==> config.mk <==
export PLATFORM = sky130hd
export DESIGN_NAME = mem_access_stage
export DESIGN_NICKNAME = d
export VERILOG_FILES = /design/src/rtl/mem_access_stage.sv
export SDC_FILE = /design/constraint.sdc
export NUM_CORES = 1
export LEC_CHECK = 0
export ABC_AREA = 1
export BUFFER_PORTS_ARGS = -buffer_cell sky130_fd_sc_hd__buf_2
export CAP_MARGIN = 30
export CELL_PAD_IN_SITES_DETAIL_PLACEMENT = 1
export CELL_PAD_IN_SITES_GLOBAL_PLACEMENT = 1
export CORE_MARGIN = 2
export CORE_UTILIZATION = 37
export CTS_BUF_LIST = sky130_fd_sc_hd__clkbuf_8
export DETAILED_ROUTE_END_ITERATION = 8
export HOLD_SLACK_MARGIN = 0.08
export MAX_ROUTING_LAYER = met4
export PLACE_DENSITY = 0.79
export SLEW_MARGIN = 10
export SYNTH_ARGS = -nofsm -noshare
export SYNTH_HDL_FRONTEND = slang
export SYNTH_SLANG_ARGS = --single-unit
==> constraint.sdc <==
create_clock -name clock -period 1.9 [get_ports clock]
set_input_delay 0 -clock clock [delete_from_list [all_inputs] [get_ports clock]]
set_output_delay 0 -clock clock [all_outputs]
set_load 0.005 [all_outputs]
==> src/rtl/mem_access_stage.sv <==
// Memory-access pipeline stage: takes an execute-stage result and performs
// big-endian byte/half/word loads and stores over a req/ack memory port,
// with a bounded wait. The result goes to writeback over valid/ready.
module mem_access_stage #(
    parameter int unsigned MAX_WAIT = 16
) (
    input  logic        clock,
    input  logic        reset_n,
    input  logic        in_valid,
    output logic        in_ready,
    input  logic [31:0] in_result,
    input  logic [31:0] in_store_data,
    input  logic [3:0]  in_mem_op,
    input  logic [4:0]  in_dest,
    output logic        mem_req,
    output logic        mem_we,
    output logic [31:0] mem_addr,
    output logic [3:0]  mem_be,
    output logic [31:0] mem_wdata,
    input  logic        mem_ack,
    input  logic [31:0] mem_rdata,
    output logic        out_valid,
    input  logic        out_ready,
    output logic [31:0] out_data,
    output logic [4:0]  out_dest,
    output logic        out_we,
    output logic [1:0]  out_exc
);

    typedef enum logic [1:0] {StIdle, StAccess, StResp} state_e;

    localparam logic [7:0] WaitLast = 8'(MAX_WAIT - 1);

    state_e      state_q, state_d;
    logic [3:0]  op_q, op_d;
    logic [31:0] addr_q, addr_d;
    logic        we_q, we_d;
    logic [3:0]  be_q, be_d;
    logic [31:0] wdata_q, wdata_d;
    logic [7:0]  wait_q, wait_d;
    logic [31:0] out_data_q, out_data_d;
    logic [4:0]  out_dest_q, out_dest_d;
    logic        out_we_q, out_we_d;
    logic [1:0]  out_exc_q, out_exc_d;

    logic in_load, in_store, in_byte, in_half, in_word, in_misal;
    logic accept, timeout;
    logic [7:0]  byte_val;
    logic [15:0] half_val;
    logic [31:0] load_val;

    // Decode the incoming op code; unknown codes fall through as none-ops.
    always_comb begin
        in_load  = 1'b0;
        in_store = 1'b0;
        in_byte  = 1'b0;
        in_half  = 1'b0;
        in_word  = 1'b0;
        case (in_mem_op)
            4'b0001, 4'b0010: begin in_load = 1'b1;  in_byte = 1'b1; end
            4'b0011, 4'b0100: begin in_load = 1'b1;  in_half = 1'b1; end
            4'b0101:          begin in_load = 1'b1;  in_word = 1'b1; end
            4'b1001:          begin in_store = 1'b1; in_byte = 1'b1; end
            4'b1010:          begin in_store = 1'b1; in_half = 1'b1; end
            4'b1011:          begin in_store = 1'b1; in_word = 1'b1; end
            default: ;
        endcase
        in_misal = (in_half && in_result[0]) || (in_word && (in_result[1:0] != 2'b00));
    end

    assign accept  = in_valid && in_ready;
    // An ack in the last allowed cycle wins over the timeout.
    assign timeout = (state_q == StAccess) && !mem_ack && (wait_q == WaitLast);

    // Extract and extend the addressed lanes of the read word (offset 0 = MSB lane).
    always_comb begin
        byte_val = 8'(mem_rdata >> {~addr_q[1:0], 3'b000});
        half_val = addr_q[1] ? mem_rdata[15:0] : mem_rdata[31:16];
        case (op_q)
            4'b0001: load_val = {{24{byte_val[7]}}, byte_val};
            4'b0010: load_val = {24'h000000, byte_val};
            4'b0011: load_val = {{16{half_val[15]}}, half_val};
            4'b0100: load_val = {16'h0000, half_val};
            default: load_val = mem_rdata;
        endcase
    end

    // State register.
    always_ff @(posedge clock or negedge reset_n) begin
        if (!reset_n) begin
            state_q <= StIdle;
        end else begin
            state_q <= state_d;
        end
    end

    // Next-state logic; RESP can hand straight over to a newly accepted op.
    always_comb begin
        state_d = state_q;
        case (state_q)
            StIdle, StResp: begin
                if (state_q == StResp && out_ready) state_d = StIdle;
                if (accept) begin
                    state_d = ((in_load || in_store) && !in_misal) ? StAccess : StResp;
                end
            end
            StAccess: begin
                if (mem_ack || timeout) state_d = StResp;
            end
            default: state_d = StIdle;
        endcase
    end

    // Outputs; memory-port fields are forced to zero outside ACCESS.
    always_comb begin
        in_ready  = (state_q == StIdle) || ((state_q == StResp) && out_ready);
        mem_req   = (state_q == StAccess);
        mem_we    = mem_req && we_q;
        mem_addr  = mem_req ? {addr_q[31:2], 2'b00} : 32'h0;
        mem_be    = mem_req ? be_q : 4'h0;
        mem_wdata = mem_req ? wdata_q : 32'h0;
        out_valid = (state_q == StResp);
        out_data  = out_valid ? out_data_q : 32'h0;
        out_dest  = out_valid ? out_dest_q : 5'h0;
        out_we    = out_valid && out_we_q;
        out_exc   = out_valid ? out_exc_q : 2'b00;
    end

    // Datapath next-state: capture on accept, complete on ack or timeout.
    always_comb begin
        op_d       = op_q;
        addr_d     = addr_q;
        we_d       = we_q;
        be_d       = be_q;
        wdata_d    = wdata_q;
        wait_d     = wait_q;
        out_data_d = out_data_q;
        out_dest_d = out_dest_q;
        out_we_d   = out_we_q;
        out_exc_d  = out_exc_q;
        if (accept) begin
            op_d       = in_mem_op;
            addr_d     = in_result;
            out_dest_d = in_dest;
            we_d       = in_store;
            wait_d     = 8'h00;
            out_exc_d  = 2'b00;
            if (in_byte)      be_d = 4'b1000 >> in_result[1:0];
            else if (in_half) be_d = in_result[1] ? 4'b0011 : 4'b1100;
            else              be_d = 4'b1111;
            if (in_byte)      wdata_d = {4{in_store_data[7:0]}};
            else if (in_half) wdata_d = {2{in_store_data[15:0]}};
            else              wdata_d = in_store_data;
            if (!(in_load || in_store)) begin
                out_data_d = in_result;
                out_we_d   = 1'b1;
            end else if (in_misal) begin
                out_data_d = in_result;
                out_we_d   = 1'b0;
                out_exc_d  = 2'b01;
            end else begin
                out_data_d = 32'h0;
                out_we_d   = 1'b0;
            end
        end else if (state_q == StAccess) begin
            if (mem_ack) begin
                out_data_d = we_q ? 32'h0 : load_val;
                out_we_d   = !we_q;
                out_exc_d  = 2'b00;
            end else if (timeout) begin
                out_data_d = addr_q;
                out_we_d   = 1'b0;
                out_exc_d  = 2'b10;
            end else begin
                wait_d = wait_q + 8'd1;
            end
        end
    end

    // Datapath registers.
    always_ff @(posedge clock or negedge reset_n) begin
        if (!reset_n) begin
            op_q       <= 4'h0;
            addr_q     <= 32'h0;
            we_q       <= 1'b0;
            be_q       <= 4'h0;
            wdata_q    <= 32'h0;
            wait_q     <= 8'h00;
            out_data_q <= 32'h0;
            out_dest_q <= 5'h0;
            out_we_q   <= 1'b0;
            out_exc_q  <= 2'b00;
        end else begin
            op_q       <= op_d;
            addr_q     <= addr_d;
            we_q       <= we_d;
            be_q       <= be_d;
            wdata_q    <= wdata_d;
            wait_q     <= wait_d;
            out_data_q <= out_data_d;
            out_dest_q <= out_dest_d;
            out_we_q   <= out_we_d;
            out_exc_q  <= out_exc_d;
        end
    end

endmodule
# Word level (Yosys, flattened, before mapping)
# Cells that the tools add are included.
totals:
  register_bits: 123
  in_bits: 110
  output_inout_bits: 112
classes:
  n_addsub: 1
  eq_ne: 19
  n_shift: 2
  mux: 45
  n_bitwise: 1
  reduce_logical: 29
ops:
  columns: ["cell", "count"]
  rows:
  - ["two-way mux 32 bit", 12]
  - ["one-hot mux 32 bit (4 select lines)", 1]
  - ["two-way mux 8 bit", 4]
  - ["right shift 32 x 5 -> 8 bit", 1]
  - ["two-way mux 2 bit", 9]
  - ["== test 4 x 2 -> 1 bit (second input constant)", 4]
  - ["two-way mux 16 bit", 1]
  - ["two-way mux 4 bit", 4]
  - ["== test 4 x 3 -> 1 bit (second input constant)", 3]
  - ["== test 4 bit (second input constant)", 3]
  - ["two-way mux 1 bit", 12]
  - ["logical AND 1 bit", 9]
  - ["OR reduction 3 bit", 3]
  - ["adder 8 x 1 -> 8 bit (second input constant)", 1]
  - ["== test 4 x 1 -> 1 bit (second input constant)", 2]
  - ["== test 8 x 4 -> 1 bit (second input constant)", 1]
  - ["two-way mux 5 bit", 1]
  - ["OR reduction 5 bit", 1]
  - ["logical OR 1 bit", 4]
  - ["!= test 2 x 1 -> 1 bit (second input constant)", 2]
  - ["one-hot mux 2 bit (2 select lines)", 1]
  - ["AND reduction 2 bit", 2]
  - ["nonzero test 2 bit", 2]
  - ["OR reduction 2 bit", 2]
  - ["10 further kinds", 12]

# Depth between registers and ports, before layout
# Gate-level depths: netlist of the first run.
logic_depth:
  ltp_word: 10
  depth_mapped: 12

# Worst setup path before layout of the first run
# OpenSTA, ideal clock, no wires.
synth_path:
  path_kind: "reg-to-reg"
  startpoint: "register wait_q[0]"
  endpoint: "register out_data_q[26]"
  setup_ps: 117
  arrival_ps: 1438
  t_required_ps: 1783
  path_slack_ps: 345
  path_stages_with_launch: 12
  period_less_slack_ps: 1555
  cell_sequence: "dfrtp_1 > ha_1 > nand3_2 > nor2_2 > nand2_2 > nand2_2 > nand2_4 > buf_6 > nor2_1 > nand2_1 > nor2_1 > nor2_1"
synth_via:
  elab_chain_cells: 4
synth_lines:
  columns: ["item", "line", "rtl"]
  rows:
  - ["from (decl)", "40", "logic [7:0] wait_q, wait_d;"]
  - ["from (signal assigned)", "199", "wait_q <= wait_d;"]
  - ["== test 8 x 4 -> 1 bit", "73", "assign timeout = (state_q == StAccess) && !mem_ack && (wait_q == WaitLast);"]
  - ["logical AND 1 bit", "73", null]
  - ["nonzero test 3 bit (no line)", null, null]
  - ["AND reduction 2 bit (no line)", null, null]
  - ["to (signal assigned)", "200", "out_data_q <= out_data_d;"]
  - ["to (decl)", "41", "logic [31:0] out_data_q, out_data_d;"]
# No other way between the ends.
# A chain may end at the register's enable or synchronous reset.

# Worst setup path after layout of the first run
layout_path:
  startpoint: "register wait_q[0]"
  endpoint: "register out_data_q[31]"
# Same word-level chain as after synthesis.

==> results.json, run 1 <==
{
  "cts_root_buf": "clkbuf_8",
  "core_area_um2": 20800,
  "drt-pass1-iter-count": 5,
  "die_area_um2": 22200,
  "grt_antenna_before_repair": 3,
  "wl_met2_um": 15000,
  "final_cell_area_um2": 10600,
  "hpwlAfterDp_um": 19300,
  "critPathBufInv": 1,
  "cpMostUsedCell": "nor2_1",
  "power_density_nw_per_um2": 1080,
  "criticalPathCategory": "reg2reg",
  "leakage_nw": 5.97,
  "grt_max_degree": 50,
  "cts.htree.levels": 4,
  "cp_max_fo": 22,
  "yosysUniqueCellTypes": 36,
  "final_cell_mix": "nor2_1 (286), nand2_1 (255), buf_2 (218)",
  "timing.hold.ws_ns": 0.0876,
  "synth_top_family_by_area": "simple AND/OR/NAND/NOR gates",
  "synth_fa_ha_area_frac": 0.00161,
  "synth_top_area_share": 0.396,
  "drv_slew": 0,
  "drc": 0,
  "die_height_um": 149,
  "cts_tree": "done",
  "gp_congestion": 0.868,
  "crit_path_cell_trace": "ha_4 -> nand3_2 -> nor2_4 -> nand2_2 -> nand2_2 -> nand2_4 -> buf_12 -> nor2_1 -> nand2_1 -> nor2_1 -> nor2_1",
  "drive_gt1_frac": 0.205,
  "die_w_um": 149,
  "endpoint_kind": "register",
  "required_ns": 2.26,
  "skew_ns": 0.0111,
  "yosys_warnings": 0,
  "reg2reg_slack_ns": 0.07,
  "rows": 53,
  "timing.final.hold_violations": 0,
  "hp-class": "in2reg",
  "top_level_ports": 222,
  "grt_overflow": 0,
  "final_util": 0.511,
  "grt_pass1_wl_um": 47100,
  "start_kind": "register",
  "top_layer": "met4",
  "synth_seq_cells": 123,
  "total_power_mw": 11.5,
  "synth_top_area_cell": "dfrtp_1",
  "netlist_area_um2": 7780,
  "synthCells": 1202,
  "drv_cap": 0,
  "synth_xor_area_frac": 0.00450,
  "grt_use_total": 0.277,
  "place_area_um2": 9140,
  "path_depth": 11,
  "initial_core_util": 0.374,
  "via_per_inst": 4.86,
  "ys_seq_area_frac": 0.396,
  "critPathTopFamily": "simple AND/OR/NAND/NOR gates",
  "wl_met3_um": 1270,
  "drt_iter0_markers": 358,
  "synth-simple-area-share": 0.341,
  "numPortBuffers": 219,
  "area_delta_synth_final_pct": 36.8,
  "fin_crit_ns": 1.83,
  "synth_area_per_cell_um2": 6.47,
  "fmaxAchievable_mhz": 547,
  "synth_compound_area_frac": 0.108,
  "grt_pass1_vias": 9293,
  "wl_per_cell_um": 16.7,
  "synth_mux_area_frac": 0,
  "hold_path_depth": 7,
  "layout_commonest_cell": "nor2_1",
  "post-route-period-util": 0.962,
  "clockBufferDepth": 2,
  "vias": 8742,
  "numCtsBuffers": 17,
  "slew_headroom": 0.653,
  "layout_setup_ws_ns": 0.0716,
  "wl_met1_um": 12800,
  "cts_sinks": 123,
  "cp_slowest_stage_delay_ns": 0.43,
  "dp_slack_ns": 0.0529,
  "nets": 1617,
  "cpMaxStageDelayCell": "dfrtp_1",
  "synthTopCellsByArea": "dfrtp_1 (40%), nor2_1 (14%), nand2_1 (12%)",
  "worstPathArrival_ns": 2.19,
  "setup_viol": 0,
  "fillers": 2780,
  "status": "completed",
  "vdd_drop_max_mv": 0.491,
  "worst_pin_slew_ns": 0.519,
  "wl_um": 30000,
  "clock_latency_ns": 0.47,
  "reg2reg_depth": 11,
  "cts.reportedPaths.clkPinSlew_ns": 0.09,
  "final_antenna_net_count": 0
}
report_power, final:
group          total, mW  switching [mW]  internal (mW)
Combinational       4.99            3.18           1.80
Clock               2.59            1.27           1.32
Sequential          3.91           0.421           3.49
through the flow:
| stage | setup TNS [ns] | cells |
|---|---|---|
| after floorplan | 0 | 1203 |
| after global placement | 0 | 1660 |
| after detailed placement | 0 | 1660 |
| after CTS | 0 | 1793 |
| after global routing | -0.175 | 1797 |
| final | 0 | 1797 |
cell usage after synthesis, drive strengths merged:
cell / count
nor3: 20
nor3b: 1
nand4: 2
o21bai: 1
o221ai: 1
a21boi: 8
o22ai: 16
nor2: 292
nand2: 268
buf: 40
or2: 1
a21oi: 39
o21ai: 68
conb: 1
dfrtp: 123
ha: 1
xor2: 3
clkbuf: 21
xnor2: 1
o211ai: 2
nand3: 54
o31ai: 3
and2: 8
inv: 216
a22oi: 12
cell type report:
type	count	area (µm²)	share of cell area
clock inverter	15	190	0.0179
inverter	216	817	0.0768
tap	275	344	0.0323
clock buffer	17	234	0.0220
multi-input combinational	803	3590	0.337
timing repair buffer	345	2380	0.224
sequential	123	3080	0.289
antenna	3	7.51	0.000706
flip-flops by register name, summed over array words and instances, names as in the netlist:
name and flops:
wdata_q 32, out_we_q 1, addr_q 32, out_data_q 32, op_q 4, we_q 1
out_dest_q 5, state_q 2, be_q 4, out_exc_q 2, wait_q 8
worst min-delay path, cell delays in order:
cell,delay (ns)
buf_2,0.10
inv_1,0.08
a21oi_1,0.07
nand2_1,0.08
nand3_1,0.09
nand2_1,0.06
inv_1,0.03
path summary, 6_finish.rpt:
| kind | from | end |
|---|---|---|
| worst max-delay path | wait_q[0] | out_data_q[31] |
| worst min-delay path | mem_rdata[18] | out_data_q[18] |
| worst max register to register | wait_q[0] | out_data_q[31] |
| worst min register to register | addr_q[7] | addr_q[7] |
| min in group asynchronous | reset_n | addr_q[19] |
| max in group asynchronous | reset_n | out_data_q[3] |
kinds of logic after synthesis:
logic type                 Yosys count
other                                1
xor gates and xnor gates             4
buffers and inverters              277
DFF                                123
adders and majority gates            1
AOI/OAI and AO/OA                  150
and+or+nand+nor                    646
per-layer routing:
| metal | vias up | GRT usage |
|---|---|---|
| li1 | 4232 | - |
| met2 | 250 | 0.471 |
| met3 | 70 | 0.0538 |
| met1 | 4190 | 0.327 |
| met5 | - | - |
| met4 | 0 | 0.0967 |
what timing repair did:
item	CTS	global route
buffers inserted	0	1
hold buffers	101	0
setup endpoints to repair	27	32
hold endpoints to repair	240	0
gates resized for setup	2	10
No activity file was read; power rests on OpenSTA's default activity.
==> run 2: changes to the inputs <==
--- a/config.mk
+++ b/config.mk
@@ -11,12 +11,11 @@
 export CELL_PAD_IN_SITES_DETAIL_PLACEMENT = 1
 export CELL_PAD_IN_SITES_GLOBAL_PLACEMENT = 1
 export CORE_MARGIN = 2
-export CORE_UTILIZATION = 37
-export CTS_BUF_LIST = sky130_fd_sc_hd__clkbuf_8
+export CORE_UTILIZATION = 36
 export DETAILED_ROUTE_END_ITERATION = 8
 export HOLD_SLACK_MARGIN = 0.08
 export MAX_ROUTING_LAYER = met4
-export PLACE_DENSITY = 0.79
+export PLACE_DENSITY = 0.77
 export SLEW_MARGIN = 10
 export SYNTH_ARGS = -nofsm -noshare
 export SYNTH_HDL_FRONTEND = slang
==> results.json, run 2 (same netlist as run 1, synthesis figures left out) <==
{
  "status": "completed",
  "setup_viol": 0,
  "endpoint_kind": "output pin",
  "die_w_um": 151,
  "final_cell_count_no_fill": 1781,
  "post-route-period-util": 0.946,
  "numCtsBuffers": 17,
  "wl_um": 28800,
  "hp-class": "in2async",
  "dp.cells": 1664,
  "rows": 53,
  "slew_headroom": 0.620,
  "via_per_inst": 4.87,
  "top_level_ports": 222,
  "grt_pass1_wl_um": 45300,
  "cts_sinks": 123,
  "wl_per_cell_um": 16.2,
  "reg2reg_slack_ns": 0.12,
  "drv_cap": 0,
  "vdd_drop_max_mv": 0.694,
  "timing.final.hold_violations": 0,
  "hpwlAfterDp_um": 19100,
  "die_height_um": 151,
  "insertedDiodeCount": 0,
  "grt_pass1_vias": 8924,
  "area_delta_synth_final_pct": 36.5,
  "fmaxAchievable_mhz": 556,
  "worstPathArrival_ns": 1.80,
  "r2r_start": "wait_q[1]",
  "cts_root_buf": "clkbuf_16",
  "power_density_nw_per_um2": 1140,
  "criticalPathCategory": "reg2out",
  "reg_top3": "addr_q x32, out_data_q x32, wdata_q x32",
  "numPortBuffers": 219,
  "die_area_um2": 22800,
  "cts.htree.levels": 4,
  "grt_use_total": 0.261,
  "start_kind": "register",
  "layout_commonest_cell": "nor2_1",
  "leakage_nw": 5.99,
  "grt_overflow": 0,
  "grt_max_degree": 68,
  "required_ns": 1.90,
  "clockBufferDepth": 2,
  "core_area_um2": 21100,
  "drt_iter0_markers": 358,
  "worst_pin_slew_ns": 0.569,
  "drive_gt1_frac": 0.208,
  "gp_congestion": 0.883,
  "worst_r2r_endpoint": "out_data_q[26]",
  "tns_ns": 0,
  "initial_core_util": 0.369,
  "nets": 1604,
  "drt-pass1-iter-count": 4,
  "drv_slew": 0,
  "fin_crit_ns": 1.80,
  "skew_ns": 0.0110,
  "cp_max_fo": 67,
  "reg2reg_depth": 11,
  "grt_antenna_before_repair": 0,
  "final_antenna_net_count": 0,
  "clock_latency_ns": 0.43,
  "rsz0062_at_grt": "true",
  "vias": 8671,
  "cts.reportedPaths.clkPinSlew_ns": 0.06,
  "final_cell_mix": "nor2_1 (286), nand2_1 (255), buf_2 (218)",
  "cts_tree": "done",
  "drc": 0
}
## run 2: cell type report
| class | count | area (µm²) |
|---|---|---|
| fill | 2838 | 10500 |
| multi-input combinational | 803 | 3570 |
| sequential | 123 | 3080 |
| timing repair buffer | 332 | 2240 |
| inverter | 216 | 812 |
| clock buffer | 18 | 429 |
| tap | 275 | 344 |
| clock inverter | 14 | 146 |
## run 2: routing by layer
layer	track usage	wire, µm	vias up
li1	-	-	4214
met1	0.322	12900	4223
met2	0.447	14200	196
met3	0.0401	1030	38
met4	0.0710	639	0
met5	-	0	-
## run 2: report_power, final
group | total [mW] | switching (mW) | leakage (nW) | internal, mW
logic | 4.98 | 3.17 | 4.25 | 1.82
registers | 3.88 | 0.386 | 1.47 | 3.50
clock network | 3.23 | 1.30 | 0.276 | 1.93
total | 12.1 | 4.85 | 5.99 | 7.24
## run 2: timing repair
action                                  4_1_cts  5_1_grt
setup buffers                                 0        2
endpoints found under the hold margin       238        0
pin swaps                                     0        0
endpoints found under the setup margin       73       14
hold buffers                                 83        0
resized for setup                             3        4
## run 2: worst max-delay path, stage by stage (launching register included)
cell     delay (ns)
dfrtp_1        0.42
nand2_2        0.16
buf_6          0.48
nor2_1         0.12
buf_2          0.16
## run 2: worst max-delay path by stage
stage | end | slack [ns] | from
2_1_floorplan | out_data_q[26] | 0.34 | wait_q[0]
3_3_place_gp | out_data_q[22] | 0.18 | wait_q[0]
3_5_place_dp | out_data_q[26] | 0.06 | wait_q[0]
4_1_cts | out_data_q[26] | 0.02 | wait_q[0]
5_1_grt | out_data_q[26] | -0.02 | state_q[0]
6_report | mem_wdata[26] | 0.10 | state_q[0]
## run 2: stage by stage
step / hold WS, ns / utilization / power, mW / instance area (µm²) / worst slack, ns
after floorplan: -0.296 / - / 7.00 / 7780 / 0.345
after CTS: 0.0842 / 0.502 / 12.1 / 10600 / 0.0153
after detailed placement: -0.0333 / 0.435 / 8.66 / 9170 / 0.0577
after global placement: -0.0301 / 0.435 / 8.50 / 9170 / 0.179
after global routing: 0.100 / 0.504 / 13.0 / 10600 / -0.0204
final: 0.0779 / 0.504 / 12.1 / 10600 / 0.102
==> run 3: changes to the inputs <==
--- a/config.mk
+++ b/config.mk
@@ -10,6 +10,7 @@
 export CAP_MARGIN = 30
 export CELL_PAD_IN_SITES_DETAIL_PLACEMENT = 1
 export CELL_PAD_IN_SITES_GLOBAL_PLACEMENT = 1
+export CORE_ASPECT_RATIO = 0.8
 export CORE_MARGIN = 2
 export CORE_UTILIZATION = 36
 export DETAILED_ROUTE_END_ITERATION = 8
@@ -20,3 +21,4 @@
 export SYNTH_ARGS = -nofsm -noshare
 export SYNTH_HDL_FRONTEND = slang
 export SYNTH_SLANG_ARGS = --single-unit
+export TNS_END_PERCENT = 1
==> results.json, run 3 (same netlist as run 1, synthesis figures left out) <==
{
  "setup_viol": 0,
  "drv_slew": 0,
  "final_cell_mix": "nor2_1 (286), nand2_1 (255), buf_2 (218)",
  "grt_max_degree": 73,
  "cts_sinks": 123,
  "cts.htree.levels": 4,
  "p_seq_frac": 0.318,
  "clock_latency_ns": 0.43,
  "die_w_um": 168,
  "numCtsBuffers": 17,
  "drt_iter0_markers": 575,
  "grt_antenna_before_repair": 2,
  "fin_crit_ns": 1.80,
  "area_delta_synth_final_pct": 38.0,
  "power_frac_comb": 0.420,
  "clockBufferDepth": 2,
  "top_level_ports": 222,
  "p_sw_frac": 0.415,
  "cts.reportedPaths.clkPinSlew_ns": 0.06,
  "cp_slowest_stage_delay_ns": 0.58,
  "cpMaxStageDelayCell": "dlygate4sd3_1",
  "drive_gt1_frac": 0.211,
  "grt_pass1_vias": 8908,
  "crit_path_cell_trace": "inv_1 -> nand3_4 -> inv_4 -> buf_12 -> nand3_1 -> dlygate4sd3_1 -> o21ai_0",
  "status": "completed",
  "cts_tree": "done",
  "total_power_mw": 12.3,
  "die_height_um": 135,
  "grt_pass1_wl_um": 48200,
  "gp_congestion": 0.905,
  "hp-class": "in2reg",
  "drv_cap": 0,
  "skew_ns": 0.0103,
  "core_area_um2": 21400,
  "tns_ns": 0,
  "endpoint_kind": "register",
  "start_kind": "register",
  "grt_use_total": 0.278,
  "final_util": 0.502,
  "net-switching-power_mw": 5.09,
  "worstPathArrival_ns": 2.15,
  "grt_overflow": 0,
  "required_ns": 2.25,
  "power_frac_clock": 0.261,
  "nets": 1610,
  "timing.final.hold_violations": 0,
  "layout_commonest_cell": "nor2_1",
  "critPathBufInv": 4,
  "drt-pass1-iter-count": 5,
  "reg_top3": "addr_q x32, out_data_q x32, wdata_q x32",
  "hpwlAfterDp_um": 20000,
  "initial_core_util": 0.364,
  "drc": 0,
  "leakage_nw": 6.05,
  "cts_root_buf": "clkbuf_16",
  "cp_max_fo": 24,
  "power_density_nw_per_um2": 1140,
  "post-route-period-util": 0.949,
  "via_per_inst": 4.91,
  "wl_um": 30800,
  "fmaxAchievable_mhz": 555,
  "final_antenna_net_count": 0,
  "numPortBuffers": 219,
  "p_int_mw": 7.18,
  "vdd_drop_max_mv": 0.536,
  "rows": 48,
  "die_area_um2": 22800,
  "fillers": 2856,
  "criticalPathCategory": "reg2reg",
  "vias": 8786,
  "critPathTopFamily": "buffers and inverters",
  "wl_per_cell_um": 17.2
}
-- run 3: cell count changes in the layout (fill, tap and decap cells not counted), moves of 2 or more --
cell           previous run  this run
clkinv_2                  5         2
buf_4                    22        26
buf_6                     3         0
buf_12                    6         8
dlygate4sd3_1            83        85
inv_2                     7         5
inv_6                     2         5
diode_2                   0         2
nand2_4                   4         6
nand2_2                   9         7
inv_4                     0         2
-- run 3: worst min-delay path, cell delays in order --
cell,delay (ns)
buf_2,0.10
inv_1,0.08
a21oi_1,0.07
nand2_1,0.06
nand2_1,0.05
nor2_1,0.09
nor2_1,0.04
-- run 3: metrics by stage --
step | worst slack [ns] | hold slack (ns) | instances | area [µm²]
after global placement | 0.163 | -0.189 | 1663 | 9190
after detailed placement | 0.0159 | -0.188 | 1663 | 9190
after floorplan | 0.345 | -0.296 | 1203 | 7780
after CTS | 0.0179 | 0.0800 | 1780 | 10600
final | 0.0966 | 0.0928 | 1789 | 10700
after global routing | -0.0400 | 0.134 | 1789 | 10700
-- run 3: area by class of cell --
cell class / count / area, µm² / area share
repair buffers: 338 / 2320 / 0.216
flip-flops and latches: 123 / 3080 / 0.287
clock inverters: 14 / 136 / 0.0127
multi-input cells: 803 / 3600 / 0.336
clock buffers: 18 / 429 / 0.0400
inverters: 216 / 816 / 0.0760
well taps: 275 / 344 / 0.0321
diodes: 2 / 5.00 / 0.000466
-- run 3: layer usage --
layer  vias up  GRT usage  routed length [µm]
met3        70     0.0500                1560
li1       4224          -                   -
met2       284      0.428               14200
met5         -          -                   0
met1      4208      0.370               14200
met4         0     0.0977                 883
-- run 3: repair_timing --
action / CTS / global route
endpoints found under the setup margin: 0 / 38
endpoints found under the hold margin: 237 / 0
buffers inserted: 0 / 6
resized for setup: 0 / 13
hold buffers: 85 / 0
-- run 3: final timing paths --
path | from | depth (start not counted) | slack, ns | to
max reg2reg | state_q[0] | 7 | 0.1 | we_q
min reg2reg | addr_q[17] | 2 | 0.51 | addr_q[17]
max in group asynchronous | reset_n | 3 | 1.33 | out_dest_q[1]
max | state_q[0] | 7 | 0.1 | we_q
min in group asynchronous | reset_n | 3 | 0.13 | out_dest_q[2]
min | mem_rdata[20] | 7 | 0.09 | out_data_q[20]
-- run 3: power by group through the flow --
stage          logic [mW]  registers [mW]  clock network, mW
6_report             5.16            3.91               3.21
5_1_grt              5.80            4.01               3.35
4_1_cts              4.97            3.89               3.23
3_5_place_dp         4.78            3.92                  0
3_3_place_gp         4.66            3.88                  0
2_1_floorplan        3.21            3.80                  0
